==> src/rtl/floor_pkg.sv <==
// rtl/floor_pkg.sv - shared types and constants for the floor request panel
package floor_pkg;

  localparam int FLOOR_W        = 3;
  localparam int NUM_FLOORS_DEF = 8;

  typedef enum logic [2:0] {
    ST_IDLE,
    ST_ISSUE,
    ST_WAIT_ACK,
    ST_WAIT_DONE,
    ST_CLEAR
  } panel_state_e;

  typedef enum logic {
    DIR_UP   = 1'b0,
    DIR_DOWN = 1'b1
  } dir_e;

endpackage

==> src/rtl/btn_debounce.sv <==
// rtl/btn_debounce.sv - per-bit 2-flop synchronizer with optional stable-sample filter
// PANEL_DEBOUNCE_EN adds the DEBOUNCE_CYCLES filter behind the synchronizer.
module btn_debounce #(
  parameter int WIDTH           = 8,
  parameter int DEBOUNCE_CYCLES = 4
) (
  input  logic             clk,
  input  logic             rst_n,
  input  logic [WIDTH-1:0] raw_i,
  output logic [WIDTH-1:0] level_o
);

  logic [WIDTH-1:0] sync1_q;
  logic [WIDTH-1:0] sync2_q;

  always_ff @(posedge clk or negedge rst_n) begin
    if (!rst_n) begin
      sync1_q <= '0;
      sync2_q <= '0;
    end else begin
      sync1_q <= raw_i;
      sync2_q <= sync1_q;
    end
  end

`ifdef PANEL_DEBOUNCE_EN
  localparam int               CNT_W    = (DEBOUNCE_CYCLES > 1) ? $clog2(DEBOUNCE_CYCLES) : 1;
  localparam logic [CNT_W-1:0] CNT_LAST = CNT_W'(DEBOUNCE_CYCLES - 1);

  logic [WIDTH-1:0] stable_q;
  logic [CNT_W-1:0] cnt_q [WIDTH];

  always_ff @(posedge clk or negedge rst_n) begin
    if (!rst_n) begin
      stable_q <= '0;
      for (int i = 0; i < WIDTH; i++) cnt_q[i] <= '0;
    end else begin
      for (int i = 0; i < WIDTH; i++) begin
        if (sync2_q[i] == stable_q[i]) begin
          cnt_q[i] <= '0;
        end else if (cnt_q[i] == CNT_LAST) begin
          stable_q[i] <= sync2_q[i];
          cnt_q[i]    <= '0;
        end else begin
          cnt_q[i] <= cnt_q[i] + 1'b1;
        end
      end
    end
  end

  // The final agreeing sample is passed straight through so the new level is
  // visible in the same cycle it is accepted rather than one cycle later.
  always_comb begin
    for (int i = 0; i < WIDTH; i++) begin
      level_o[i] = (cnt_q[i] == CNT_LAST) ? sync2_q[i] : stable_q[i];
    end
  end
`else
  logic unused_cfg;
  assign unused_cfg = (DEBOUNCE_CYCLES > 0);
  assign level_o    = sync2_q;
`endif

endmodule

==> src/rtl/floor_request_panel.sv <==
// rtl/floor_request_panel.sv - hall-call panel latching button presses and issuing floor requests
// PANEL_DEBOUNCE_EN selects the filtered button path inside btn_debounce.
module floor_request_panel
  import floor_pkg::*;
#(
  parameter int NUM_FLOORS      = NUM_FLOORS_DEF,
  parameter int DEBOUNCE_CYCLES = 4,
  parameter int ACK_TIMEOUT     = 16
) (
  input  logic                  clk,
  input  logic                  rst_n,
  input  logic [NUM_FLOORS-1:0] btn,
  input  logic [FLOOR_W-1:0]    car_floor,
  input  logic                  car_complete,
  input  logic                  car_over_weight,
  output logic [FLOOR_W-1:0]    req_floor,
  output logic                  req_valid,
  output logic [NUM_FLOORS-1:0] lamp,
  output logic                  busy,
  output logic                  ack_err
);

  localparam int               TMO_W    = $clog2(ACK_TIMEOUT + 1);
  localparam logic [TMO_W-1:0] TMO_LAST = TMO_W'(ACK_TIMEOUT - 1);

  panel_state_e          state_q;
  dir_e                  last_dir_q;
  logic [FLOOR_W-1:0]    target_q;
  logic [FLOOR_W-1:0]    req_floor_q;
  logic                  req_valid_q;
  logic                  ack_err_q;
  logic [TMO_W-1:0]      tmo_q;
  logic [NUM_FLOORS-1:0] pending_q;
  logic [NUM_FLOORS-1:0] pending_d;
  logic [NUM_FLOORS-1:0] level;
  logic [NUM_FLOORS-1:0] level_prev_q;
  logic [NUM_FLOORS-1:0] rise;
  logic [NUM_FLOORS-1:0] accept;

  logic                  up_found;
  logic                  dn_found;
  logic                  here_pending;
  logic [FLOOR_W-1:0]    up_floor;
  logic [FLOOR_W-1:0]    dn_floor;
  logic [FLOOR_W-1:0]    sel_floor;
  dir_e                  sel_dir;

  btn_debounce #(
    .WIDTH           (NUM_FLOORS),
    .DEBOUNCE_CYCLES (DEBOUNCE_CYCLES)
  ) u_btn_debounce (
    .clk     (clk),
    .rst_n   (rst_n),
    .raw_i   (btn),
    .level_o (level)
  );

  assign rise = level & ~level_prev_q;

  // Floor 0 is the elevator's idle code, so bit 0 can never be requested.
  always_comb begin
    accept = '0;
    for (int i = 1; i < NUM_FLOORS; i++) begin
      accept[i] = rise[i] && !pending_q[i];
      if (state_q == ST_IDLE && car_complete && car_floor == FLOOR_W'(i)) accept[i] = 1'b0;
      if (state_q == ST_CLEAR && target_q == FLOOR_W'(i)) accept[i] = 1'b0;
    end
    pending_d = pending_q | accept;
    if (state_q == ST_CLEAR) pending_d[target_q] = 1'b0;
  end

  always_comb begin
    up_found = 1'b0;
    dn_found = 1'b0;
    up_floor = '0;
    dn_floor = '0;
    for (int i = NUM_FLOORS - 1; i > 0; i--) begin
      if (pending_q[i] && FLOOR_W'(i) > car_floor) begin
        up_found = 1'b1;
        up_floor = FLOOR_W'(i);
      end
    end
    for (int i = 1; i < NUM_FLOORS; i++) begin
      if (pending_q[i] && FLOOR_W'(i) < car_floor) begin
        dn_found = 1'b1;
        dn_floor = FLOOR_W'(i);
      end
    end
    if ((last_dir_q == DIR_UP && up_found) || !dn_found) begin
      sel_floor = up_floor;
      sel_dir   = DIR_UP;
    end else begin
      sel_floor = dn_floor;
      sel_dir   = DIR_DOWN;
    end
  end

  // A call latched at the car's own floor while it was moving is served in
  // place; issuing it would never see the car leave and would only time out.
  assign here_pending = pending_q[car_floor];

  always_ff @(posedge clk or negedge rst_n) begin
    if (!rst_n) begin
      state_q      <= ST_IDLE;
      last_dir_q   <= DIR_UP;
      target_q     <= '0;
      req_floor_q  <= '0;
      req_valid_q  <= 1'b0;
      ack_err_q    <= 1'b0;
      tmo_q        <= '0;
      pending_q    <= '0;
      level_prev_q <= '0;
    end else begin
      pending_q    <= pending_d;
      level_prev_q <= level;
      req_valid_q  <= 1'b0;
      ack_err_q    <= 1'b0;
      unique case (state_q)
        ST_IDLE: begin
          if (pending_q != '0 && car_complete && !car_over_weight) begin
            if (here_pending) begin
              target_q <= car_floor;
              state_q  <= ST_CLEAR;
            end else begin
              target_q    <= sel_floor;
              req_floor_q <= sel_floor;
              req_valid_q <= 1'b1;
              last_dir_q  <= sel_dir;
              state_q     <= ST_ISSUE;
            end
          end
        end
        ST_ISSUE: begin
          tmo_q   <= '0;
          state_q <= ST_WAIT_ACK;
        end
        ST_WAIT_ACK: begin
          if (!car_over_weight) begin
            if (!car_complete) begin
              state_q <= ST_WAIT_DONE;
            end else if (tmo_q == TMO_LAST) begin
              ack_err_q <= 1'b1;
              state_q   <= ST_IDLE;
            end else begin
              tmo_q <= tmo_q + 1'b1;
            end
          end
        end
        ST_WAIT_DONE: begin
          if (!car_over_weight && car_complete && car_floor == target_q) state_q <= ST_CLEAR;
        end
        ST_CLEAR: state_q <= ST_IDLE;
        default:  state_q <= ST_IDLE;
      endcase
    end
  end

  assign req_floor = req_floor_q;
  assign req_valid = req_valid_q;
  assign lamp      = pending_q;
  assign busy      = (state_q != ST_IDLE);
  assign ack_err   = ack_err_q;

endmodule

==> config.mk <==
export PLATFORM = sky130hd
export DESIGN_NAME = floor_request_panel
export DESIGN_NICKNAME = d
export VERILOG_FILES = /design/src/rtl/floor_pkg.sv /design/src/rtl/btn_debounce.sv /design/src/rtl/floor_request_panel.sv
export SDC_FILE = /design/constraint.sdc
export NUM_CORES = 1
export LEC_CHECK = 0
export CAP_MARGIN = 0
export CORE_MARGIN = 10
export CORE_UTILIZATION = 49
export DETAILED_ROUTE_END_ITERATION = 12
export GPL_TIMING_DRIVEN = 0
export PLACE_DENSITY = 0.74
export SYNTH_ARGS = -nofsm -noshare
export SYNTH_HDL_FRONTEND = slang
export SYNTH_SLANG_ARGS = --single-unit
export TNS_END_PERCENT = 5
==> constraint.sdc <==
create_clock -name clk -period 2.05 [get_ports clk]
set_clock_uncertainty 0.15 [all_clocks]
set_input_delay 0.615 -clock clk [delete_from_list [all_inputs] [get_ports clk]]
set_output_delay 0.615 -clock clk [all_outputs]
set_load 0.005 [all_outputs]
==> results of run 1 <==
==> power by group <==
part           total (mW)  switching [mW]  internal (mW)
clock network       0.662           0.298          0.364
logic                1.19           0.589          0.606
registers            1.21           0.152           1.06
total                3.07            1.04           2.03
==> final timing paths <==
check	cells past startpoint	slack, ps	endpoint	startpoint
min in group clk	0	200	u_btn_debounce.level_o[1]	u_btn_debounce.sync1_q[1]
worst min register to register	0	200	u_btn_debounce.level_o[1]	u_btn_debounce.sync1_q[1]
worst max register to register	7	10	tmo_q[3]	state_q[2]
worst max-delay path	8	-6	target_q[0]	car_floor[1]
worst min-delay path	1	150	ack_err	rst_n
max in group asynchronous	2	1100	u_btn_debounce.sync1_q[7]	rst_n
==> cells in the mapped netlist (all sizes together) (3+ instances only) <==
cell type  count  area [sq um]
a21oi         24           120
a31oi         10          62.6
and3           4          25.0
buf           10          75.1
dfrtp         46          1150
inv           17          63.8
mux2i          4          40.0
nand2         19          73.8
nand3          4          20.0
nor2          18          82.6
nor2b          8          50.1
nor3           4          25.0
nor3b          3          22.5
o21ai          9          48.8
o22a           3          26.3
o22ai          4          43.8
o31ai          3          22.5
xor2           3          26.3
==> registers in the layout (all words and copies together), names as in the netlist, 3 cells and up <==
register / count
tmo_q: 5
u_btn_debounce.sync1_q: 7
req_floor: 3
lamp: 8
target_q: 3
state_q: 3
level_prev_q: 7
u_btn_debounce.level_o: 7
==> repair_timing <==
action,CTS,global route
buffers inserted,11,6
setup endpoints to repair,15,11
pin swaps,7,5
gates resized for setup,29,26
cloned,1,0
==> worst register-to-register path: cells and delay by family (launching register included) <==
family	cells	cell delay, ps
buf+inv	2	310
compound gates	2	250
flops	1	410
simple gates	3	880
==> kinds of logic (layout without fill, tap and decap cells) <==
group | after synthesis | after routing
adder cells (fa/ha/maj) | 2 | 2
XOR/XNOR | 4 | 4
AND/OR/NAND/NOR | 70 | 70
buffers and inverters | 28 | 81
AO/OA/AOI/OAI | 73 | 73
multiplexers | 5 | 5
flip-flops | 46 | 46
==> metrics by stage <==
stage	hold WS (ps)	total power, mW
detailed placement	186	2.14
global route	181	3.26
CTS	162	2.93
finish	152	3.07
global placement	182	2.11
floorplan	169	1.79
==> final cells by class <==
| cell class | count | area (sq um) |
|---|---|---|
| well taps | 52 | 65.1 |
| clock inverters | 2 | 37.5 |
| fillers | 337 | 1400 |
| plain buffers | 11 | 95.1 |
| clock buffers | 6 | 72.6 |
| inverters | 17 | 63.8 |
| multi-input cells | 154 | 1120 |
| flip-flops and latches | 46 | 1160 |
| repair buffers | 45 | 398 |
==> per-layer routing <==
layer / vias up / share of wire (%)
met3: 14 / 7.4
met1: 909 / 44
met4: 0 / 2.2
met2: 79 / 47
li1: 919 / -
met5: - / 0
==> flow_summary.json, run 1 <==
{
  "hp-class": "in2async",
  "synthSimpleGateAreaFrac_pct": 16.3,
  "htreeDepth": 2,
  "drtPass1Iterations": 6,
  "synth_ff_type": "dfrtp_1",
  "synthCells": 228,
  "grtUsageMet3_pct": 4.27,
  "drv_slew": 0,
  "die_h_um": 88.2,
  "yosysSeqAreaShare_pct": 50.5,
  "cts_tree": "built",
  "grt_pass1_vias": 1912,
  "nets": 297,
  "detail_route.iter0.violations": 238,
  "cts_buffers": 5,
  "syn-num-nets": 245,
  "finalCritPeriodShare_pct": 100,
  "synth-xor-area-share_pct": 1.54,
  "port_buffers": 26,
  "coreArea_sq_mm": 0.00441,
  "syn_avg_cell_area_sq_um": 9.99,
  "hold_viol": 0,
  "synthMuxAreaShare_pct": 2.25,
  "rsz0062_at_grt": "yes",
  "path_delay_family": "simple AND/OR/NAND/NOR gates",
  "crit_required_ps": 2080,
  "setup_viol": 1,
  "irDropWorstVdd_uv": 597,
  "die_w_um": 88.2,
  "drt-wirelength-per-cell_um": 16.6,
  "io_pins": 29,
  "dieArea_sq_mm": 0.00778,
  "grt_start_max_net_pins": 26,
  "dp_hpwl_um": 3830,
  "violations": "negative setup slack",
  "ctsRootBufferMaster": "clkbuf_8",
  "start_util_pct": 51.6,
  "fin_setup_tns_ps": -6.33,
  "clk_path_buf_depth": 2,
  "p_per_area_mw_per_mm2": 1020,
  "synth_edf_count": 0,
  "instances_no_fill": 333,
  "netlist_area_sq_mm": 0.00228,
  "setup_ws_ps": -6.33,
  "cp_max_fo": 6,
  "grt_pass1_wl_um": 9020,
  "crit_slowest_cell": "or4_1",
  "synth_top_family_by_area": "compound AO/OA/AOI/OAI gates",
  "vias": 1921,
  "antenna_found_initial": 0,
  "grtUsageMet1_pct": 18.8,
  "antenna_left": 0,
  "viasPerCell": 5.77,
  "fin_util_pct": 68.2,
  "startpoint_type": "input pin",
  "drive_gt1_share_pct": 27.4,
  "final_common_cell": "dfrtp_1",
  "fin_crit_ps": 2060,
  "gr-max-usage-layer": "met2",
  "synth_compound_area_share_pct": 22.0,
  "placed_cell_area_sq_mm": 0.00264,
  "outcome": "complete, but fails checks",
  "cts.sinks": 46,
  "track_usage_pct": 14.5,
  "synth_adder_area_share_pct": 1.10,
  "use_met2_pct": 22.7,
  "drcViolationCount": 0,
  "ys_ff_latch": 46,
  "ctsHoldBuffers": 0,
  "postRouteWirelength_um": 5520,
  "end_kind": "flop",
  "fin_area_sq_mm": 0.00301,
  "synthDistinctLibCells": 52,
  "syn2layout_area_growth_pct": 32.1,
  "critPathBufInv": 2,
  "gp_congestion": 0.918,
  "placed_cells": 307,
  "power.leakage_nw": 1.28,
  "row_count": 24,
  "detailedPlace.worstSlack_ps": -827,
  "grt-ovfl-total": 0,
  "criticalPathCategory": "in2reg",
  "worst_pin_slew_ps": 556,
  "clkLatencyLatePin_ps": 290,
  "cts.clk_slew.worst_paths_ps": 80,
  "synthArstFlopShare_pct": 100,
  "critPathArrivalTime_ps": 2080,
  "relSlewSlack_pct": 62.9,
  "drv_cap": 0,
  "max_stage_delay_ps": 540,
  "fmax_mhz": 486,
  "diodes": 0,
  "mostFrequentLayoutCells": "dfrtp_1, a21oi_1, buf_4",
  "ys_warn_count": 0,
  "crit_chain": "buf_2, buf_6, a21oi_1, o2bb2ai_2, nor2_2, or4_1, o211ai_2, o21ai_1"
}
Power figures use the tool's default switching activity.
==> run 2, diff against run 1 <==
Settings changed: GPL_ROUTABILITY_DRIVEN set to 0.
==> run 2 against run 1 <==
Compared with the run above:
- sequential share of layout area rose by 0.95 points
- critical path type is now reg2reg
- final cell count fell by 1.2%
- the run now ends clean
- clock power fell by 15%
- combinational power barely moved
- clock-buffer cell count fell by 1
- non-clock buffer count fell by 4
- flip-flop and latch count did not move
==> flow_summary.json, run 2 (same netlist as run 1, synthesis figures left out) <==
{
  "setup_viol": 0,
  "clkLatencyLatePin_ps": 300,
  "hp-class": "in2async",
  "crit_chain": "clkbuf_2, nor4_2, a31oi_4, o22a_1, o31ai_2, o21bai_4, o22a_1",
  "vias": 1932,
  "finalCritPeriodShare_pct": 99.6,
  "cts.sinks": 46,
  "end_kind": "flop",
  "placed_cell_area_sq_mm": 0.00263,
  "p_per_area_mw_per_mm2": 1010,
  "criticalPathCategory": "reg2reg",
  "fmax_mhz": 490,
  "antenna_left": 0,
  "fin_util_pct": 66.6,
  "postRouteWirelength_um": 5310,
  "relSlewSlack_pct": 71.2,
  "die_h_um": 88.2,
  "drcViolationCount": 0,
  "grt-ovfl-total": 0,
  "htreeDepth": 2,
  "grt_start_max_net_pins": 34,
  "track_usage_pct": 13.6,
  "dieArea_sq_mm": 0.00778,
  "cp_max_fo": 8,
  "grt_pass1_vias": 1829,
  "fin_area_sq_mm": 0.00294,
  "crit_slowest_cell": "dfrtp_1",
  "cts_buffers": 5,
  "port_buffers": 26,
  "viasPerCell": 5.87,
  "diodes": 0,
  "power.leakage_nw": 1.26,
  "instances_no_fill": 329,
  "cp-startpoint": "lamp[6]",
  "critPathArrivalTime_ps": 2130,
  "rsz0062_at_grt": "yes",
  "placed_cells": 307,
  "final_common_cell": "dfrtp_1",
  "reg2regPathDepth": 7,
  "worst_pin_slew_ps": 431,
  "fin_crit_ps": 2040,
  "drive_gt1_share_pct": 26.4,
  "dp_hpwl_um": 3660,
  "antenna_found_initial": 0,
  "irDropWorstVdd_uv": 641,
  "grt_pass1_wl_um": 8560,
  "syn2layout_area_growth_pct": 28.9,
  "coreArea_sq_mm": 0.00441,
  "drv_cap": 0,
  "clk_path_buf_depth": 2,
  "cts.clk_slew.worst_paths_ps": 90,
  "die_w_um": 88.2,
  "detail_route.iter0.violations": 277,
  "r2r-end": "state_q[1]",
  "mostFrequentLayoutCells": "dfrtp_1, a21oi_1, clkdlybuf4s50_1",
  "crit_required_ps": 2140,
  "drt-wirelength-per-cell_um": 16.1,
  "whs_ps": 60.6,
  "fin_setup_tns_ps": 0,
  "io_pins": 29,
  "startpoint_type": "flop",
  "largest_reg_flops": 8,
  "max_stage_delay_ps": 400,
  "outcome": "finished, final reports clean",
  "drtPass1Iterations": 4,
  "cpMostUsedCell": "o22a_1",
  "ff2ff_setup_slack_ps": 8,
  "start_util_pct": 51.6,
  "crit_end": "state_q[1]",
  "ctsHoldBuffers": 0,
  "rr_startpoint": "lamp[6]",
  "cts_tree": "built",
  "hold_viol": 0,
  "nets": 293,
  "row_count": 24,
  "ctsRootBufferMaster": "clkbuf_8",
  "drv_slew": 0
}
==> run 2: how the worst min path moves through the flow <==
stage                     cells after the start  slack, ps                        end
after floorplan                               0        170                    ack_err
after global placement                        0        180  u_btn_debounce.level_o[1]
after detailed placement                      0        190  u_btn_debounce.level_o[1]
after CTS                                     1         70                    lamp[0]
after global routing                          1         70                   tmo_q[1]
final                                         1         60                   tmo_q[3]
==> run 2: worst max-delay path: cells and delay by family, from the launching register on <==
family,cells,cell delay (ps)
DFF,1,400
AOI/OAI and AO/OA,5,860
buffers and inverters,1,200
and+or+nand+nor,1,380
==> run 2: repair_timing <==
item	CTS	global route
setup buffers	5	9
endpoints found under the setup margin	14	13
pin swaps	5	9
resized for setup	26	27
hold endpoints to repair	0	0
==> run 2: final cells by class <==
type,instances,area [sq um]
timing repair buffer,41,364
sequential,46,1160
fill,355,1480
inverter,17,63.8
clock inverter,3,22.5
buffer,11,98.8
tap,52,65.1
multi-input combinational,154,1100
clock buffer,5,68.8
==> run 2: power by group <==
group          internal, mW  switching [mW]  leakage (nW)
Combinational         0.597           0.578         0.676
Clock                 0.247           0.314        0.0489
Sequential             1.06           0.163         0.538
Total                  1.90            1.05          1.26
==> run 2: metrics by stage <==
step / power (mW) / setup slack [ps]
global placement: 2.11 / -996
global route: 3.15 / -70.1
floorplan: 1.79 / -7.94
CTS: 2.76 / -43.0
detailed placement: 2.13 / -764
finish: 2.96 / 8.25
==> run 2: routing by layer <==
metal / up-vias / global-route usage [%] / part of all wire [%]
met2: 78 / 20.8 / 47
met3: 19 / 4.55 / 7.4
met4: 0 / 4.99 / 2.0
met5: - / 0 / 0
li1: 916 / - / -
met1: 919 / 17.5 / 44
==> run 3, diff against run 2 <==
Settings changed: CAP_MARGIN 0 to 15.
==> results of run 3 <==
The final DEF is identical to that of run 2; final timing and power are the same.
